--- src/rtl/if_fetch_unit_pkg.sv ---
// Shared definitions for the instruction-fetch producer:
// word width, NOP encoding and fetch FSM states.
package if_fetch_unit_pkg;

  localparam int WORD_LEN   = 16;
  localparam int PC_LEN_DEF = 16;

  localparam logic [WORD_LEN-1:0] NOP = 16'h0000;

  typedef enum logic [1:0] {
    S_REQ  = 2'd0,
    S_WAIT = 2'd1,
    S_DROP = 2'd2
  } fetch_state_e;

  function automatic logic [PC_LEN_DEF-1:0] pc_inc(
    input logic [PC_LEN_DEF-1:0] pc
  );
    return pc + PC_LEN_DEF'(1);
  endfunction

endpackage

--- src/rtl/if_fetch_unit_if.sv ---
// Instruction-memory read bus: req/addr from fetch,
// ack/data back from memory.
interface if_fetch_unit_if
  import if_fetch_unit_pkg::*;
#(
  parameter int PC_LEN = PC_LEN_DEF
) ();

  logic                imem_req;
  logic [PC_LEN-1:0]   imem_addr;
  logic                imem_ack;
  logic [WORD_LEN-1:0] imem_data;

  modport master (
    output imem_req,
    output imem_addr,
    input  imem_ack,
    input  imem_data
  );

  modport slave (
    input  imem_req,
    input  imem_addr,
    output imem_ack,
    output imem_data
  );

endinterface

--- src/rtl/if_fetch_unit_fifo.sv ---
// Prefetch buffer: synchronous FIFO with push, pop and
// a flush that overrides both.
module fetch_fifo #(
  parameter int WIDTH = 32,
  parameter int DEPTH = 2,
  localparam int PW = $clog2(DEPTH),
  localparam int CW = PW + 1
) (
  input  logic             clk,
  input  logic             rst,
  input  logic             flush_i,
  input  logic             push_i,
  input  logic             pop_i,
  input  logic [WIDTH-1:0] data_i,
  output logic [CW-1:0]    count_o,
  output logic             empty_o,
  output logic [WIDTH-1:0] head_o
);

  logic [WIDTH-1:0] mem_q [DEPTH];
  logic [PW-1:0]    rd_q;
  logic [PW-1:0]    rd_d;
  logic [PW-1:0]    wr_q;
  logic [PW-1:0]    wr_d;
  logic [CW-1:0]    cnt_q;
  logic [CW-1:0]    cnt_d;
  logic             do_pop;
  logic             do_push;

  assign do_pop  = pop_i && (cnt_q != '0);
  assign do_push = push_i &&
                   ((cnt_q != CW'(DEPTH)) || do_pop);

  always_comb begin
    rd_d  = rd_q;
    wr_d  = wr_q;
    cnt_d = cnt_q;
    if (flush_i) begin
      rd_d  = '0;
      wr_d  = '0;
      cnt_d = '0;
    end else begin
      if (do_push) wr_d = wr_q + PW'(1);
      if (do_pop)  rd_d = rd_q + PW'(1);
      unique case ({do_push, do_pop})
        2'b10:   cnt_d = cnt_q + CW'(1);
        2'b01:   cnt_d = cnt_q - CW'(1);
        default: cnt_d = cnt_q;
      endcase
    end
  end

  always_ff @(posedge clk) begin
    if (!rst) begin
      rd_q  <= '0;
      wr_q  <= '0;
      cnt_q <= '0;
    end else begin
      rd_q  <= rd_d;
      wr_q  <= wr_d;
      cnt_q <= cnt_d;
    end
  end

  always_ff @(posedge clk) begin
    if (do_push && !flush_i) begin
      mem_q[wr_q] <= data_i;
    end
  end

  assign count_o = cnt_q;
  assign empty_o = (cnt_q == '0);
  assign head_o  = mem_q[rd_q];

endmodule

--- src/rtl/if_fetch_unit.sv ---
// Instruction-fetch producer: PC, imem req/ack sequencing,
// prefetch buffer and decode-side head presentation.
module if_fetch_unit
  import if_fetch_unit_pkg::*;
#(
  parameter int PC_LEN     = PC_LEN_DEF,
  parameter int FIFO_DEPTH = 2
) (
  input  logic                clk,
  input  logic                rst,
  input  logic                freeze,
  input  logic                br_taken,
  input  logic [PC_LEN-1:0]   br_target,
  if_fetch_unit_if.master     imem,
  output logic                id_valid,
  output logic [WORD_LEN-1:0] id_instruction,
  output logic [PC_LEN-1:0]   id_pc
);

  localparam int CW = $clog2(FIFO_DEPTH) + 1;
  localparam int EW = WORD_LEN + PC_LEN;

  fetch_state_e      state_q;
  logic [PC_LEN-1:0] pc_q;
  logic [PC_LEN-1:0] pc_d;
  logic [PC_LEN-1:0] addr_q;
  logic              run_q;

  logic [CW-1:0]     count;
  logic              empty;
  logic [EW-1:0]     head;
  logic [EW-1:0]     entry;

  logic              req;
  logic              xfer;
  logic              push;
  logic              pop;

  // run_q keeps req low for the first cycle out of reset.
  assign req  = run_q &&
                ((state_q != S_REQ) ||
                 (count < CW'(FIFO_DEPTH)));
  assign xfer = req && imem.imem_ack;
  assign push = xfer && (state_q != S_DROP) && !br_taken;
  assign pop  = !empty && !freeze && !br_taken;

  assign entry = {imem.imem_data, pc_q + PC_LEN'(1)};

  assign imem.imem_req  = req;
  assign imem.imem_addr = (state_q == S_REQ) ? pc_q : addr_q;

  fetch_fifo #(
    .WIDTH (EW),
    .DEPTH (FIFO_DEPTH)
  ) u_fifo (
    .clk     (clk),
    .rst     (rst),
    .flush_i (br_taken),
    .push_i  (push),
    .pop_i   (pop),
    .data_i  (entry),
    .count_o (count),
    .empty_o (empty),
    .head_o  (head)
  );

  always_comb begin
    pc_d = pc_q;
    unique case (1'b1)
      br_taken: pc_d = br_target;
      push:     pc_d = pc_q + PC_LEN'(1);
      default:  pc_d = pc_q;
    endcase
  end

  always_ff @(posedge clk) begin
    if (!rst) begin
      pc_q <= '0;
    end else begin
      pc_q <= pc_d;
    end
  end

  // A redirect with a read in flight parks in S_DROP until
  // the stale word arrives, so at most one read is outstanding.
  always_ff @(posedge clk) begin
    if (!rst) begin
      state_q <= S_REQ;
      addr_q  <= '0;
      run_q   <= 1'b0;
    end else begin
      run_q <= 1'b1;
      unique case (state_q)
        S_REQ: begin
          if (req && !imem.imem_ack) begin
            addr_q  <= pc_q;
            state_q <= br_taken ? S_DROP : S_WAIT;
          end
        end
        S_WAIT: begin
          if (imem.imem_ack) begin
            state_q <= S_REQ;
          end else if (br_taken) begin
            state_q <= S_DROP;
          end
        end
        S_DROP: begin
          if (imem.imem_ack) begin
            state_q <= S_REQ;
          end
        end
        default: state_q <= S_REQ;
      endcase
    end
  end

  assign id_valid       = !empty;
  assign id_instruction = id_valid ? head[EW-1 -: WORD_LEN] : NOP;
  assign id_pc          = id_valid ? head[PC_LEN-1:0] : '0;

endmodule

--- src/flat_wrapper.sv ---
// flat-port wrapper written by rule: the top's interface ports become plain ports
module if_fetch_unit_flat import if_fetch_unit_pkg::*;
#(
  parameter int PC_LEN     = PC_LEN_DEF,
  parameter int FIFO_DEPTH = 2
)
  (clk, rst, freeze, br_taken, br_target, id_valid, id_instruction, id_pc, imem_imem_req, imem_imem_addr, imem_imem_ack, imem_imem_data);
  if_fetch_unit_if #(.PC_LEN(PC_LEN)) imem_i ();
  input  logic clk;
  input  logic rst;
  input  logic freeze;
  input  logic br_taken;
  input  logic [PC_LEN-1:0] br_target;
  output logic id_valid;
  output logic [WORD_LEN-1:0] id_instruction;
  output logic [PC_LEN-1:0] id_pc;
  output wire logic [$bits(imem_i.imem_req)-1:0] imem_imem_req;
  output wire logic [$bits(imem_i.imem_addr)-1:0] imem_imem_addr;
  input wire logic [$bits(imem_i.imem_ack)-1:0] imem_imem_ack;
  input wire logic [$bits(imem_i.imem_data)-1:0] imem_imem_data;
  assign imem_imem_req = imem_i.imem_req;
  assign imem_imem_addr = imem_i.imem_addr;
  assign imem_i.imem_ack = imem_imem_ack;
  assign imem_i.imem_data = imem_imem_data;
  if_fetch_unit #(.PC_LEN(PC_LEN), .FIFO_DEPTH(FIFO_DEPTH)) u_core (.clk(clk), .rst(rst), .freeze(freeze), .br_taken(br_taken), .br_target(br_target), .imem(imem_i), .id_valid(id_valid), .id_instruction(id_instruction), .id_pc(id_pc));
endmodule
--- config.mk ---
export PLATFORM = sky130hd
export DESIGN_NAME = if_fetch_unit_flat
export DESIGN_NICKNAME = d
export VERILOG_FILES = /design/src/rtl/if_fetch_unit_pkg.sv /design/src/rtl/if_fetch_unit_if.sv /design/src/rtl/if_fetch_unit_fifo.sv /design/src/rtl/if_fetch_unit.sv /design/src/flat_wrapper.sv
export SDC_FILE = /design/constraint.sdc
export NUM_CORES = 1
export LEC_CHECK = 0
export BUFFER_PORTS_ARGS = -buffer_cell sky130_fd_sc_hd__clkbuf_2
export CAP_MARGIN = 10
export CORE_MARGIN = 4
export CORE_UTILIZATION = 35
export CTS_CLUSTER_DIAMETER = 200
export CTS_CLUSTER_SIZE = 8
export DETAILED_ROUTE_END_ITERATION = 7
export GPL_ROUTABILITY_DRIVEN = 1
export PLACE_DENSITY = 0.6
export SLEW_MARGIN = 20
export SYNTH_ARGS = -nofsm -noshare
export SYNTH_HDL_FRONTEND = slang
export SYNTH_HIERARCHICAL = 1
export SYNTH_SLANG_ARGS = --single-unit
--- constraint.sdc ---
create_clock -name clk -period 6.87 [get_ports clk]
set_input_delay 0 -clock clk [delete_from_list [all_inputs] [get_ports clk]]
set_output_delay 0 -clock clk [all_outputs]
set_load 0.01 [all_outputs]
==> results.md, run 1 <==
* Outcome: finished clean
* Average via count per standard cell at ~4.8
* Total negative slack for setup checks at 0 ps
* Average cell area after synthesis at around 12 um2
* Post-Place Setup Slack at 4260 ps
* CTS Buf Count at 9
* Overall routed net length at 9920 um
* Root cell of the clock tree: sky130_fd_sc_hd__clkbuf_16
* Leftover overflow at the end of global routing at 0
* Syn Inst Count at between 300 and 400
* Min Tclk post-route at between 2000 and 3000 ps
* Critical Path Slowest Stage Cell: sky130_fd_sc_hd__nor3_1
* Pwr/cell area at around 220 nW/um2
* Final worst path period share at a little under two fifths
* Final Setup Violations at 0
* Footprint of the multi-input gates at 1950 um2
* First-pass GRT wire length at 16100 um
* Total of buffers placed on input and output ports at 86
* CP max stage delay at 640 ps
* Number of failing hold endpoints at the final stage at 0
* Total via count in the routed design at 3248
* Total of cells resized after clock tree synthesis at 0
* Fin worst setup slack at 4310 ps
* Net Count, Synth at 433
* Total inserted antenna cells at 0
* Critical Path Start Type: register
* Worst-Skew Late Latency at 340 ps
* Detailed router's first-iteration violation count at about 190
* Clock skew after layout at 7.50 ps
* Postcts setup bufs at 0
* Number of levels the H-tree was split into at 3
* # fillers at between 1000 and 1500
* Count of final max-slew check failures at 0
* Detailed-route DRC error count at 0
* Clock Pin Slew Worst Setup and Hold Paths at 60 ps
* Die width at 125 um
* Number of cells on the worst hold path at 2
* Largest fanout on the critical path at 34
* Total die area at 15700 um2
* Most frequent cells in the layout: sky130_fd_sc_hd__clkbuf_2, sky130_fd_sc_hd__edfxtp_1, sky130_fd_sc_hd__nor2b_1, sky130_fd_sc_hd__dfxtp_1
* Top achievable clock speed at 390 MHz
* Class of the worst hold path: input pin to register
* Leakage at 0.00221 uW
* Sort of element at the end of the critical path: register
* Layout-stage area growth over the synthesis result at 24.0%
* Antenna violations before repair at 0
* Number of storage elements in the synthesis netlist at 104
* Maximum number of pins on one net before global-route repair at 36
* Required time worst endpoint at approximately 7000 ps
* Crit-path cells: nor2_2, buf_4, nor3_1, o31ai_4, nor3_2, buf_4
* Worst R2R Path Depth at 6
* CTS Sinks at 104
* First-pass iteration count of the detailed router at 4
* HPWL reported at the end of detailed placement at 6820 um
* Average detailed-routed wire length per instance at roughly 15 um
* Combined flip-flop and latch cell area at around 2700 um2
* Transition time of the tightest slew-check pin at ~960 ps
* Number of gates on the worst path with buffers counted at 6
* Ratio of cells with drive above 1 in the final layout at 28.9%
* Via count of the first global-routing pass at 3301
* Initial core utilization at between 30% and 40%
* Area of the core at 13300 um2
* Number of distinct library cell variants in the gate-level netlist after synthesis at 47
* Data arrival, critical path at 2550 ps
* Total global routing track utilization at 12.6%
* IR drop worst, VDD at 133 uV
* Clock Path Buffers at 2
* Crit path kind: register to register
* Mapped Area at 4830 um2
* Clock tree from TritonCTS: built
* Unrepaired setup endpoints after global routing: false
* Share of synthesized area occupied by flip-flops and latches at 56.4%
* Number of nets in the layout at 538
* Number of placed I/O pins at 87
* Relative slew margins at 36.0%
* Gp weighted congestion at 0.738
* Most common cell after layout, fill and taps aside: sky130_fd_sc_hd__clkbuf_2
* Die Y at ~130 um
* Most frequent cell on the critical path: sky130_fd_sc_hd__buf_4
* Count of max-cap constraint violations at 0
* Top Family by Delay on Critical Path: simple AND/OR/NAND/NOR gates
* Total of warnings raised by yosys at 6
* Sum of buffers and inverters on the critical path at 2
* Num rows at 42
* Detail Route Antenna Nets at 0
==> layout make-up <==
cell class,instances,share of cell area (%)
well taps,176,3.68
clock buffers,10,3.83
flip-flops and latches,104,45.5
multi-input cells,257,32.5
repair buffers,121,12.9
clock inverters,6,1.11
inverters,7,0.481
==> per-stage QoR <==
step	cells	cell area, um2	total power, uW	hold slack [ps]	util (%)
final	681	5980	1310	22.6	44.8
after global routing	681	5980	1370	24.1	44.8
after CTS	681	5980	1320	14.0	44.8
after detailed placement	634	5380	806	196	40.3
after global placement	634	5380	803	194	40.3
after floorplan	395	4830	769	27.7	-
==> final timing paths <==
check / start / to / slack, ps
worst max register to register: u_core/u_fifo/count_o[1] / u_core/u_fifo/mem_q[1][22] / 4310
worst min register to register: u_core/u_fifo/rd_q / register / 510
worst max-delay path: u_core/u_fifo/count_o[1] / u_core/u_fifo/mem_q[1][22] / 4310
worst min-delay path: br_taken / u_core/state_q[0] / 20
==> per-layer routing <==
metal	wire length [um]	part of all wire, %	track usage [%]
met5	0	0	0
met4	144	1.5	3.51
met3	630	6.4	4.05
met2	4330	44	19.7
met1	4820	49	16.9
==> cells in the mapped netlist (all sizes together) <==
master,n,area (um2)
nand4,5,37.5
a21oi,12,60.1
ha,1,12.5
or3,1,6.26
nor3,6,30.0
nand3,7,40.0
o311a,1,10.0
nor2,18,70.1
o21ba,1,10.0
nand2b,5,31.3
xnor2,12,105
mux2i,17,170
inv,7,28.8
dfxtp,40,801
mux2,49,556
and4b,1,10.0
or4,4,30.0
and2,1,6.26
nand3b,1,7.51
o21ai,17,85.1
edfxtp,64,1920
buf,16,98.8
nor2b,49,307
nor4,4,25.0
o21bai,1,7.51
o31a,1,8.76
or2,1,6.26
and4,4,36.3
a21boi,1,7.51
o31ai,6,58.8
clkbuf,11,41.3
xor2,12,105
a31oi,8,50.1
o21a,1,7.51
nand2,10,37.5
==> sequential cells by signal, indices dropped and copies added (netlist names), named ones only <==
| signal | count |
|---|---|
| u_core/u_fifo/wr_q | 1 |
| u_core/u_fifo/rd_q | 1 |
| u_core/u_fifo/mem_q | 64 |
| u_core/state_q | 2 |
| u_core/run_q | 1 |
| u_core/pc_q | 16 |
| u_core/addr_q | 16 |
| u_core/u_fifo/count_o | 2 |
==> where the power goes <==
group | internal (uW) | total (uW) | switching [uW] | leakage (uW)
Combinational | 56.0 | 109 | 52.8 | 0.00115
Clock | 284 | 503 | 219 | 0.000142
Sequential | 678 | 697 | 19.2 | 0.000913
Total | 1020 | 1310 | 291 | 0.00221
==> logic make-up (layout without fill, tap and decap cells) <==
family	after synthesis	count (layout)	share of synthesized area [%]
flip-flops	104	104	56.4
AO/OA/AOI/OAI	49	49	6.33
adder cells (fa/ha/maj)	1	1	0.259
AND/OR/NAND/NOR	117	117	14.1
buffers and inverters	34	144	3.50
multiplexers	66	66	15.0
XOR/XNOR	24	24	4.36
==> repair_timing <==
action,CTS,global route
hold buffers,31,0
setup endpoints to repair,0,0
endpoints found under the hold margin,48,0
No activity file was read; power rests on OpenSTA's default activity.
==> run 2, diff against run 1 <==
Clock period 6.87 ns to 2.4 ns, I/O delays scaled along.
==> run 2 against run 1 <==
First-iteration DRC count increased by 27%; clock power rose to 2.9 times the previous value; cell count up 1.0%; global-route usage increased by 0.70 points; sequential power grew to 2.9 times the previous value; largest cell class unchanged.
==> results.md, run 2 (synthesis results as in run 1) <==
* Area of the core at roughly 13000 um2
* Total of buffers placed on input and output ports at 86
* Flip-flop count of the largest register after layout at 64
* Leakage at 0.00227 uW
* Most frequent cells in the layout: sky130_fd_sc_hd__clkbuf_2, sky130_fd_sc_hd__edfxtp_1, sky130_fd_sc_hd__nor2b_1, sky130_fd_sc_hd__dfxtp_1, sky130_fd_sc_hd__dlygate4sd3_1
* Top achievable clock speed at between 400 and 500 MHz
* Largest registers: u_core/u_fifo/mem_q: 64 flops, u_core/addr_q: 16 flops, u_core/pc_q: 16 flops
* Worst-Skew Late Latency at 350 ps
* Outcome: finished clean
* Total of cells resized after clock tree synthesis at 0
* CTS Sinks at between 100 and 150
* Critical Path Slowest Stage Cell: sky130_fd_sc_hd__or4_1
* Most common cell after layout, fill and taps aside: sky130_fd_sc_hd__clkbuf_2
* Average via count per standard cell at 4.74
* Class of the worst hold path: input pin to register
* Num rows at 42
* Total negative slack for setup checks at 0 ps
* Total power draw at 3800 uW
* Required time worst endpoint at 2670 ps
* Total via count in the routed design at between 3000 and 4000
* Detail Route Antenna Nets at 0
* Ratio of cells with drive above 1 in the final layout at a little under a third
* Total inserted antenna cells at 0
* Clock tree from TritonCTS: built
* Detailed-route DRC error count at 0
* CP max stage delay at 500 ps
* Critical Path Start Type: register
* Data arrival, critical path at 2320 ps
* Total global routing track utilization at 13.3%
* Sum of buffers and inverters on the critical path at 0
* Via count of the first global-routing pass at 3311
* Clock skew after layout at 3.64 ps
* HPWL reported at the end of detailed placement at 7100 um
* Total die area at roughly 16000 um2
* Postcts setup bufs at 0
* CTS Buf Count at 9
* First-pass iteration count of the detailed router at 4
* Relative slew margins at 60.6%
* Sort of element at the end of the critical path: register
* Number of placed I/O pins at 87
* Hold WS at around 120 ps
* Die Y at 125 um
* Final Setup Violations at 0
* Maximum number of pins on one net before global-route repair at 36
* Gp weighted congestion at 0.788
* Largest fanout on the critical path at 9
* Number of nets in the layout at 545
* CTS Hold Bufs at 33
* Pwr/cell area at 620 nW/um2
* Root cell of the clock tree: sky130_fd_sc_hd__clkbuf_16
* Crit path kind: register to register
* Clock Path Buffers at 2
* Leftover overflow at the end of global routing at 0
* Number of levels the H-tree was split into at 3
* Overall routed net length at 10200 um
* Layout-stage area growth over the synthesis result at 26.8%
* Number of failing hold endpoints at the final stage at 0
* Die width at 125 um
* Average detailed-routed wire length per instance at 14.9 um
* Final worst path period share at 85.1%
* Reg with most FFs: u_core/u_fifo/mem_q
* Antenna violations before repair at 0
* Clock Pin Slew Worst Setup and Hold Paths at 70 ps
* IR drop worst, VDD at roughly 500 uV
* Crit-path cells: ha_1, nand3_2, or2_1, or4_1, a31oi_1
* First-pass GRT wire length at between 15000 and 20000 um
* Min Tclk post-route at 2040 ps
* Initial core utilization at between 30 and 40%
* Detailed router's first-iteration violation count at between 200 and 250
* Top Family by Delay on Critical Path: simple AND/OR/NAND/NOR gates
* Unrepaired setup endpoints after global routing: false
* Count of max-cap constraint violations at 0
* Transition time of the tightest slew-check pin at 591 ps
* Count of final max-slew check failures at 0
[run 2: cell count changes in the layout (fill, tap and decap cells not counted), sizes merged]
| cell | previous run | this run |
|---|---|---|
| buf | 4 | 9 |
| clkbuf | 96 | 95 |
| clkinv | 2 | 3 |
| clkinvlp | 1 | 0 |
| dlygate4sd3 | 31 | 33 |
| inv | 9 | 10 |
[run 2: area by class of cell]
cell class              count  area [um2]
clock inverters             7        77.6
flip-flops and latches    104        2720
multi-input cells         257        1980
fillers                  1263        7230
clock buffers               9         225
well taps                 176         220
inverters                   7        28.8
repair buffers            128         866
[run 2: stage by stage]
step | cells | instance area, um2 | utilization, % | setup WS [ps]
global placement | 639 | 5490 | 41.1 | 469
global route | 688 | 6120 | 45.8 | 187
detailed placement | 639 | 5490 | 41.1 | 382
floorplan | 395 | 4870 | - | 14.2
finish | 688 | 6120 | 45.8 | 359
CTS | 688 | 6120 | 45.8 | 364
[run 2: worst reg2reg max path, delay by kind of cell, from the launching register on]
kind            cells  cell delay, ps
simple gates        3            1040
flops               1             490
fa+ha+maj           1             280
compound gates      1             170
[run 2: final timing paths]
path	startpoint	endpoint	slack, ps	cells after the start
max	u_core/pc_q[0]	u_core/pc_q[10]	360	5
max reg2reg	u_core/pc_q[0]	u_core/pc_q[10]	360	5
min	br_taken	u_core/state_q[0]	120	2
min reg2reg	u_core/u_fifo/rd_q	u_core/u_fifo/rd_q	510	2
[run 2: metal layers]
| metal | up-vias | part of all wire (%) | global-route usage (%) |
|---|---|---|---|
| li1 | 1640 | - | - |
| met2 | 90 | 46 | 20.7 |
| met4 | 0 | 1.0 | 4.59 |
| met5 | - | 0 | 0 |
| met3 | 8 | 5.8 | 3.92 |
| met1 | 1520 | 48 | 17.8 |
[run 2: power by group]
part	switching [uW]	internal (uW)	total [uW]
logic	161	169	330
clock network	654	821	1480
registers	51.3	1940	1990
total	867	2930	3800
